[config.mk]
export PLATFORM = sky130hd
export DESIGN_NAME = ram_arb_flat
export DESIGN_NICKNAME = d
export VERILOG_FILES = /design/src/rtl/ram_arb_pkg.sv /design/src/rtl/ram_arb_if.sv /design/src/rtl/ram_arb.sv /design/src/flat_wrapper.sv
export SDC_FILE = /design/constraint.sdc
export NUM_CORES = 1
export LEC_CHECK = 0
export BUFFER_PORTS_ARGS = -buffer_cell sky130_fd_sc_hd__buf_2
export CORE_AREA = 2 2 96 98
export DETAILED_ROUTE_END_ITERATION = 7
export DIE_AREA = 0 0 98 100
export PLACE_DENSITY_LB_ADDON = 0.1
export SYNTH_ARGS = -nofsm -noshare
export SYNTH_HDL_FRONTEND = slang
export SYNTH_SLANG_ARGS = --single-unit
[constraint.sdc]
create_clock -name CLK -period 2.1 [get_ports CLK]
set_input_delay 0.42 -clock CLK [delete_from_list [all_inputs] [get_ports CLK]]
set_output_delay 0.42 -clock CLK [all_outputs]
set_load 0.05 [all_outputs]
[src/rtl/ram_arb_pkg.sv]
// Shared types for the two-port RAM arbiter: request bundle, grant states, RAM address width.
package ram_arb_pkg;

  localparam int RAM_AW = 21;

  typedef struct packed {
    logic              cen;
    logic              wen;
    logic [3:0]        ben;
    logic [RAM_AW-1:0] a;
    logic [31:0]       di;
  } ram_req_t;

  // Encoding doubles as the GNT debug output: 00 idle, 01 CPU, 10 DMA.
  typedef enum logic [1:0] {
    RA_IDLE = 2'b00,
    RA_CPU  = 2'b01,
    RA_DMA  = 2'b10
  } ram_arb_st_t;

endpackage

[src/rtl/ram_arb_if.sv]
// Bus bundle between CPU port, DMA port and RAM pins; slave is the arbiter's view.
// Handshake: a requester holds its CEn low until it samples its READYn low;
// the RAM drives MEM_READYn low for exactly one CLK per access.
interface ram_arb_if
  import ram_arb_pkg::*;
#(
  parameter int AW = RAM_AW
);
  logic          CPU_CEn;
  logic          CPU_WEn;
  logic [3:0]    CPU_BEn;
  logic [AW-1:0] CPU_A;
  logic [31:0]   CPU_DI;
  logic          CPU_READYn;
  logic          DMA_CEn;
  logic          DMA_WEn;
  logic [3:0]    DMA_BEn;
  logic [AW-1:0] DMA_A;
  logic [31:0]   DMA_DI;
  logic          DMA_READYn;
  logic [31:0]   RD_DO;
  logic          MEM_CEn;
  logic          MEM_WEn;
  logic [3:0]    MEM_BEn;
  logic [AW-1:0] MEM_A;
  logic [31:0]   MEM_DI;
  logic [31:0]   MEM_DO;
  logic          MEM_READYn;
  logic [1:0]    GNT;

  modport slave (
    input  CPU_CEn, CPU_WEn, CPU_BEn, CPU_A, CPU_DI,
    input  DMA_CEn, DMA_WEn, DMA_BEn, DMA_A, DMA_DI,
    input  MEM_DO, MEM_READYn,
    output CPU_READYn, DMA_READYn, RD_DO,
    output MEM_CEn, MEM_WEn, MEM_BEn, MEM_A, MEM_DI, GNT
  );

  modport master (
    output CPU_CEn, CPU_WEn, CPU_BEn, CPU_A, CPU_DI,
    output DMA_CEn, DMA_WEn, DMA_BEn, DMA_A, DMA_DI,
    output MEM_DO, MEM_READYn,
    input  CPU_READYn, DMA_READYn, RD_DO,
    input  MEM_CEn, MEM_WEn, MEM_BEn, MEM_A, MEM_DI, GNT
  );

endinterface

[src/rtl/ram_arb.sv]
// Shares the core RAM between the CPU bus path and a DMA master, one access per grant,
// with DMA bursts capped at DMA_BURST consecutive grants while the CPU is waiting.
module ram_arb
  import ram_arb_pkg::*;
#(
  parameter int DMA_BURST = 4,
  parameter int AW        = RAM_AW
) (
  input  logic     CLK,
  input  logic     RESn,
  ram_arb_if.slave bus
);

  localparam logic [3:0] BURST_MAX = 4'(DMA_BURST);

  ram_arb_st_t st_q, st_d;
  logic [3:0]  bc_q, bc_d;
  logic        cpu_rdy_n, dma_rdy_n;
  ram_req_t    cpu_req, dma_req, mem_req;

  always_ff @(posedge CLK or negedge RESn) begin
    if (!RESn) begin
      st_q <= RA_IDLE;
      bc_q <= 4'd0;
    end else begin
      st_q <= st_d;
      bc_q <= bc_d;
    end
  end

  always_comb begin
    st_d      = st_q;
    bc_d      = bc_q;
    cpu_rdy_n = 1'b1;
    dma_rdy_n = 1'b1;
    unique case (st_q)
      RA_IDLE: begin
        if (!bus.DMA_CEn && (bus.CPU_CEn || (bc_q < BURST_MAX))) begin
          st_d = RA_DMA;
        end else if (!bus.CPU_CEn) begin
          st_d = RA_CPU;
        end
      end
      RA_CPU: begin
        if (!bus.MEM_READYn) begin
          st_d      = RA_IDLE;
          bc_d      = 4'd0;
          // A withdrawn requester (CEn back high) gets no completion strobe.
          cpu_rdy_n = bus.CPU_CEn;
        end
      end
      RA_DMA: begin
        if (!bus.MEM_READYn) begin
          st_d      = RA_IDLE;
          dma_rdy_n = bus.DMA_CEn;
          if (!bus.CPU_CEn) begin
            bc_d = (bc_q == 4'hF) ? bc_q : bc_q + 4'd1;
          end else begin
            bc_d = 4'd0;
          end
        end
      end
      default: st_d = RA_IDLE;
    endcase
  end

  // Address/data follow the grant; IDLE shows the CPU port with MEM_CEn high.
  always_comb begin
    cpu_req = '{cen: bus.CPU_CEn, wen: bus.CPU_WEn, ben: bus.CPU_BEn,
                a: RAM_AW'(bus.CPU_A), di: bus.CPU_DI};
    dma_req = '{cen: bus.DMA_CEn, wen: bus.DMA_WEn, ben: bus.DMA_BEn,
                a: RAM_AW'(bus.DMA_A), di: bus.DMA_DI};
    mem_req     = (st_q == RA_DMA) ? dma_req : cpu_req;
    mem_req.cen = (st_q == RA_IDLE);
  end

  assign bus.MEM_CEn    = mem_req.cen;
  assign bus.MEM_WEn    = mem_req.wen;
  assign bus.MEM_BEn    = mem_req.ben;
  assign bus.MEM_A      = mem_req.a[AW-1:0];
  assign bus.MEM_DI     = mem_req.di;
  assign bus.CPU_READYn = cpu_rdy_n;
  assign bus.DMA_READYn = dma_rdy_n;
  assign bus.RD_DO      = bus.MEM_DO;
  assign bus.GNT        = st_q;

endmodule
[src/flat_wrapper.sv]
// flat-port wrapper written by rule: the top's interface ports become plain ports
module ram_arb_flat import ram_arb_pkg::*;
#(
  parameter int DMA_BURST = 4,
  parameter int AW        = RAM_AW
)
  (CLK, RESn, bus_CPU_CEn, bus_CPU_WEn, bus_CPU_BEn, bus_CPU_A, bus_CPU_DI, bus_DMA_CEn, bus_DMA_WEn, bus_DMA_BEn, bus_DMA_A, bus_DMA_DI, bus_MEM_DO, bus_MEM_READYn, bus_CPU_READYn, bus_DMA_READYn, bus_RD_DO, bus_MEM_CEn, bus_MEM_WEn, bus_MEM_BEn, bus_MEM_A, bus_MEM_DI, bus_GNT);
  ram_arb_if #(.AW(AW)) bus_i ();
  input  logic CLK;
  input  logic RESn;
  input wire logic [$bits(bus_i.CPU_CEn)-1:0] bus_CPU_CEn;
  input wire logic [$bits(bus_i.CPU_WEn)-1:0] bus_CPU_WEn;
  input wire logic [$bits(bus_i.CPU_BEn)-1:0] bus_CPU_BEn;
  input wire logic [$bits(bus_i.CPU_A)-1:0] bus_CPU_A;
  input wire logic [$bits(bus_i.CPU_DI)-1:0] bus_CPU_DI;
  input wire logic [$bits(bus_i.DMA_CEn)-1:0] bus_DMA_CEn;
  input wire logic [$bits(bus_i.DMA_WEn)-1:0] bus_DMA_WEn;
  input wire logic [$bits(bus_i.DMA_BEn)-1:0] bus_DMA_BEn;
  input wire logic [$bits(bus_i.DMA_A)-1:0] bus_DMA_A;
  input wire logic [$bits(bus_i.DMA_DI)-1:0] bus_DMA_DI;
  input wire logic [$bits(bus_i.MEM_DO)-1:0] bus_MEM_DO;
  input wire logic [$bits(bus_i.MEM_READYn)-1:0] bus_MEM_READYn;
  output wire logic [$bits(bus_i.CPU_READYn)-1:0] bus_CPU_READYn;
  output wire logic [$bits(bus_i.DMA_READYn)-1:0] bus_DMA_READYn;
  output wire logic [$bits(bus_i.RD_DO)-1:0] bus_RD_DO;
  output wire logic [$bits(bus_i.MEM_CEn)-1:0] bus_MEM_CEn;
  output wire logic [$bits(bus_i.MEM_WEn)-1:0] bus_MEM_WEn;
  output wire logic [$bits(bus_i.MEM_BEn)-1:0] bus_MEM_BEn;
  output wire logic [$bits(bus_i.MEM_A)-1:0] bus_MEM_A;
  output wire logic [$bits(bus_i.MEM_DI)-1:0] bus_MEM_DI;
  output wire logic [$bits(bus_i.GNT)-1:0] bus_GNT;
  assign bus_i.CPU_CEn = bus_CPU_CEn;
  assign bus_i.CPU_WEn = bus_CPU_WEn;
  assign bus_i.CPU_BEn = bus_CPU_BEn;
  assign bus_i.CPU_A = bus_CPU_A;
  assign bus_i.CPU_DI = bus_CPU_DI;
  assign bus_i.DMA_CEn = bus_DMA_CEn;
  assign bus_i.DMA_WEn = bus_DMA_WEn;
  assign bus_i.DMA_BEn = bus_DMA_BEn;
  assign bus_i.DMA_A = bus_DMA_A;
  assign bus_i.DMA_DI = bus_DMA_DI;
  assign bus_i.MEM_DO = bus_MEM_DO;
  assign bus_i.MEM_READYn = bus_MEM_READYn;
  assign bus_CPU_READYn = bus_i.CPU_READYn;
  assign bus_DMA_READYn = bus_i.DMA_READYn;
  assign bus_RD_DO = bus_i.RD_DO;
  assign bus_MEM_CEn = bus_i.MEM_CEn;
  assign bus_MEM_WEn = bus_i.MEM_WEn;
  assign bus_MEM_BEn = bus_i.MEM_BEn;
  assign bus_MEM_A = bus_i.MEM_A;
  assign bus_MEM_DI = bus_i.MEM_DI;
  assign bus_GNT = bus_i.GNT;
  ram_arb #(.DMA_BURST(DMA_BURST), .AW(AW)) u_core (.CLK(CLK), .RESn(RESn), .bus(bus_i));
endmodule
==> run_results.csv <==
group,metric,value,unit
sta,hold_violations,0,
drt,ant_nets,0,
placed_design,post-place-ws,0.09578,ns
logic_synthesis,syn_inst,139,
grt,grt_pass1_vias,1583,
sta,finalWorstSetupSlack,-0.005653,ns
drt,route.detailed.drc,0,
clock_tree,cts_tree,"built",
clock_tree,h-tree-depth,1,
worst_setup_path,cp.arrival,1.69,ns
floorplan,initial_core_util,15.33,%
worst_setup_path,critPathKind,"flop to output pin",
floorplan,die_y,100,µm
sta,setup_viol,4,
run_status,status,"finished with violations",
sta,clock.fmax,474.9,MHz
logic_synthesis,syn-cell-area,1363,µm²
sta,min_period_over_period,100.3,%
cells_and_area,diodes,0,
grt,grt_max_degree,18,
placed_design,gp_routability_congestion,0.8332,
cells_and_area,post-route-util,26.94,%
clock_tree,post-cts-setup-buffers,0,
placed_design,hpwl,5621,µm
drt,drt-wirelength-per-cell,16.26,µm
clock_tree,clk_latency,0.22,ns
sta,maxSlewHeadroom,81.43,%
logic_synthesis,synth.net_count,297,
sta,fin_setup_tns,-0.01271,ns
floorplan,die_area,9800,µm²
clock_tree,root_buffer,"clkbuf_8",
sta,fin_skew,0.004499,ns
placed_design,place_area,2163,µm²
cells_and_area,syn_to_final_growth,75.76,%
logic_synthesis,synth.area.top_cells,"mux2_2, buf_4, dfrtp_1",
grt,grt_use_total,12.17,%
placed_design,io_buffers,183,
clock_tree,hold_buffers,0,
floorplan,die_w,98,µm
logic_synthesis,synth-seq-cells,6,
min_path,hold_class,"input pin to asynchronous set/reset pin",
logic_synthesis,synth_top_cell_area_share,49.59,%
drt,dr.pass1.iters,4,
logic_synthesis,postSynthAreaPerCell,9.803,µm²
worst_setup_path,path_max_fanout,17,
clock_tree,cts_buffers,3,
floorplan,rows,35,
drt,drt_iter0_drc,23,
run_status,violations,"setup timing",
floorplan,ios,248,
power,power.total,3020,µW
power,power_leakage,0.001233,µW
clock_tree,clockBufferDepth,2,
logic_synthesis,ys_types,24,
clock_tree,clk_pin_slew,0.04,ns
grt,gr-total-overflow,0,
sta,slew_viol_final,0,
cells_and_area,fill_cells,990,
run,drv_cap,0,
cells_and_area,final_area,2395,µm²
worst_setup_path,startpoint_type,"flop",
logic_synthesis,yosys.area.top_type,"mux2_2",
clock_tree,clock-sinks,6,
cells_and_area,drive_above_1_share,87.63,%
floorplan,core,8890,µm²
power,powerDensity,1261,nW/µm²
drt,routed_wl,6536,µm
logic_synthesis,yosysWarningCount,0,
grt,grt_pass1_wl,9404,µm
drt,routed_via_density,4.010,
power,ir_worst_vdd,0.4210,mV
worst_setup_path,worst-endpoint-required,1.68,ns
sta,min_period,2.106,ns
worst_setup_path,end_kind,"output pin",
sta,rsz0062_at_grt,"yes",
grt,antenna_found_initial,0,
logic_synthesis,ys_seq_area_share,11.02,%
cells_and_area,nets,450,
drt,num_vias,1612,
sta,worstMarginPinSlew,0.2804,ns
synth_stat cells:
cell,n
o21ai_1,1
a22o_1,1
o211ai_2,1
a221o_1,2
buf_6,3
o21bai_1,1
mux2_2,60
nor2_1,2
nand3_1,3
nand2_1,2
a32o_1,1
nand3b_1,2
buf_2,4
and4b_1,1
nor3_1,1
ha_1,5
a21oi_1,1
dfrtp_1,6
nor3b_1,2
nand2b_1,1
buf_4,32
o21ai_0,1
inv_1,5
and2_1,1
report_power, final:
| group | internal (µW) | leakage [µW] | total (µW) | switching [µW] |
|---|---|---|---|---|
| Sequential | 146 | 0.0000786 | 182 | 36.0 |
| Clock | 130 | 0.0000228 | 179 | 48.3 |
| Combinational | 951 | 0.00113 | 2660 | 1710 |
sequential cells by signal, indices dropped and copies added (netlist names):
name	count
u_core.bc_q	4
u_core.bus.GNT	2
timing repair:
item                                    in CTS  in global routing
resized for setup                           20                 33
pin swaps                                    0                  0
endpoints found under the setup margin      58                 58
cloned                                       1                  0
layout by cell type (no fill, tap or decap), types with 2 or more instances in the layout:
cell type,instances
mux2_2,59
nor3b_1,2
ha_1,4
clkbuf_8,3
a221o_1,2
nand2_1,2
nand3_1,3
dfrtp_2,2
nand3b_1,2
nor2_1,2
inv_1,4
buf_6,22
buf_2,162
dfrtp_1,4
cells by family after synthesis:
group	Yosys count	synth area share [%]
simple gates	15	6.428
flops	6	11.02
compound gates	9	5.417
buf+inv	44	22.96
fa+ha+maj	5	4.591
mux	60	49.59
per-layer routing:
metal  vias to the layer above  part of all wire [%]  routed length, µm  global-route usage (%)
li1                        770                     -                  -                       -
met1                       735                    36               2339                   14.04
met2                        99                    53               3492                   21.97
met3                         8                   9.7                633                   3.482
met4                         0                   1.1                 71                   3.419
met5                         -                     0                  0                       0
final cells by class:
cell class,count,area [µm²],area share (%)
timing repair buffer,187,1121,46.81
clock buffer,4,45.04,1.881
sequential,6,152.6,6.374
multi-input combinational,89,915.9,38.24
tap,111,138.9,5.799
inverter,5,21.27,0.8882
worst paths after layout:
path	slack (ns)	start	depth (start not counted)	to
min	0.02	RESn	1	u_core.bc_q[3]$_DFFE_PN0P_
max reg2reg	0.55	u_core.bus.GNT[0]$_DFFE_PN0P_	5	u_core.bc_q[2]$_DFFE_PN0P_
max	-0.006	u_core.bus.GNT[0]$_DFFE_PN0P_	5	bus_MEM_DI[0]
max in group asynchronous	1.92	RESn	1	u_core.bus.GNT[1]$_DFFE_PN0P_
min reg2reg	0.55	u_core.bc_q[1]$_DFFE_PN0P_	1	u_core.bc_q[1]$_DFFE_PN0P_
min in group CLK	0.52	bus_DMA_CEn	4	u_core.bus.GNT[1]$_DFFE_PN0P_
metrics by stage:
step                cells  hold WS [ns]
finish                402       0.01649
global route          402       0.02167
CTS                   402       0.01270
detailed placement    397        0.2486
global placement      397        0.2505
floorplan             139        0.1244
worst max-delay path: stages (launching register included):
cell	delay, ns
dfrtp_2	0.43
inv_4	0.08
ha_4	0.20
buf_12	0.18
mux2_2	0.35
buf_2	0.22
Power figures use the tool's default switching activity.
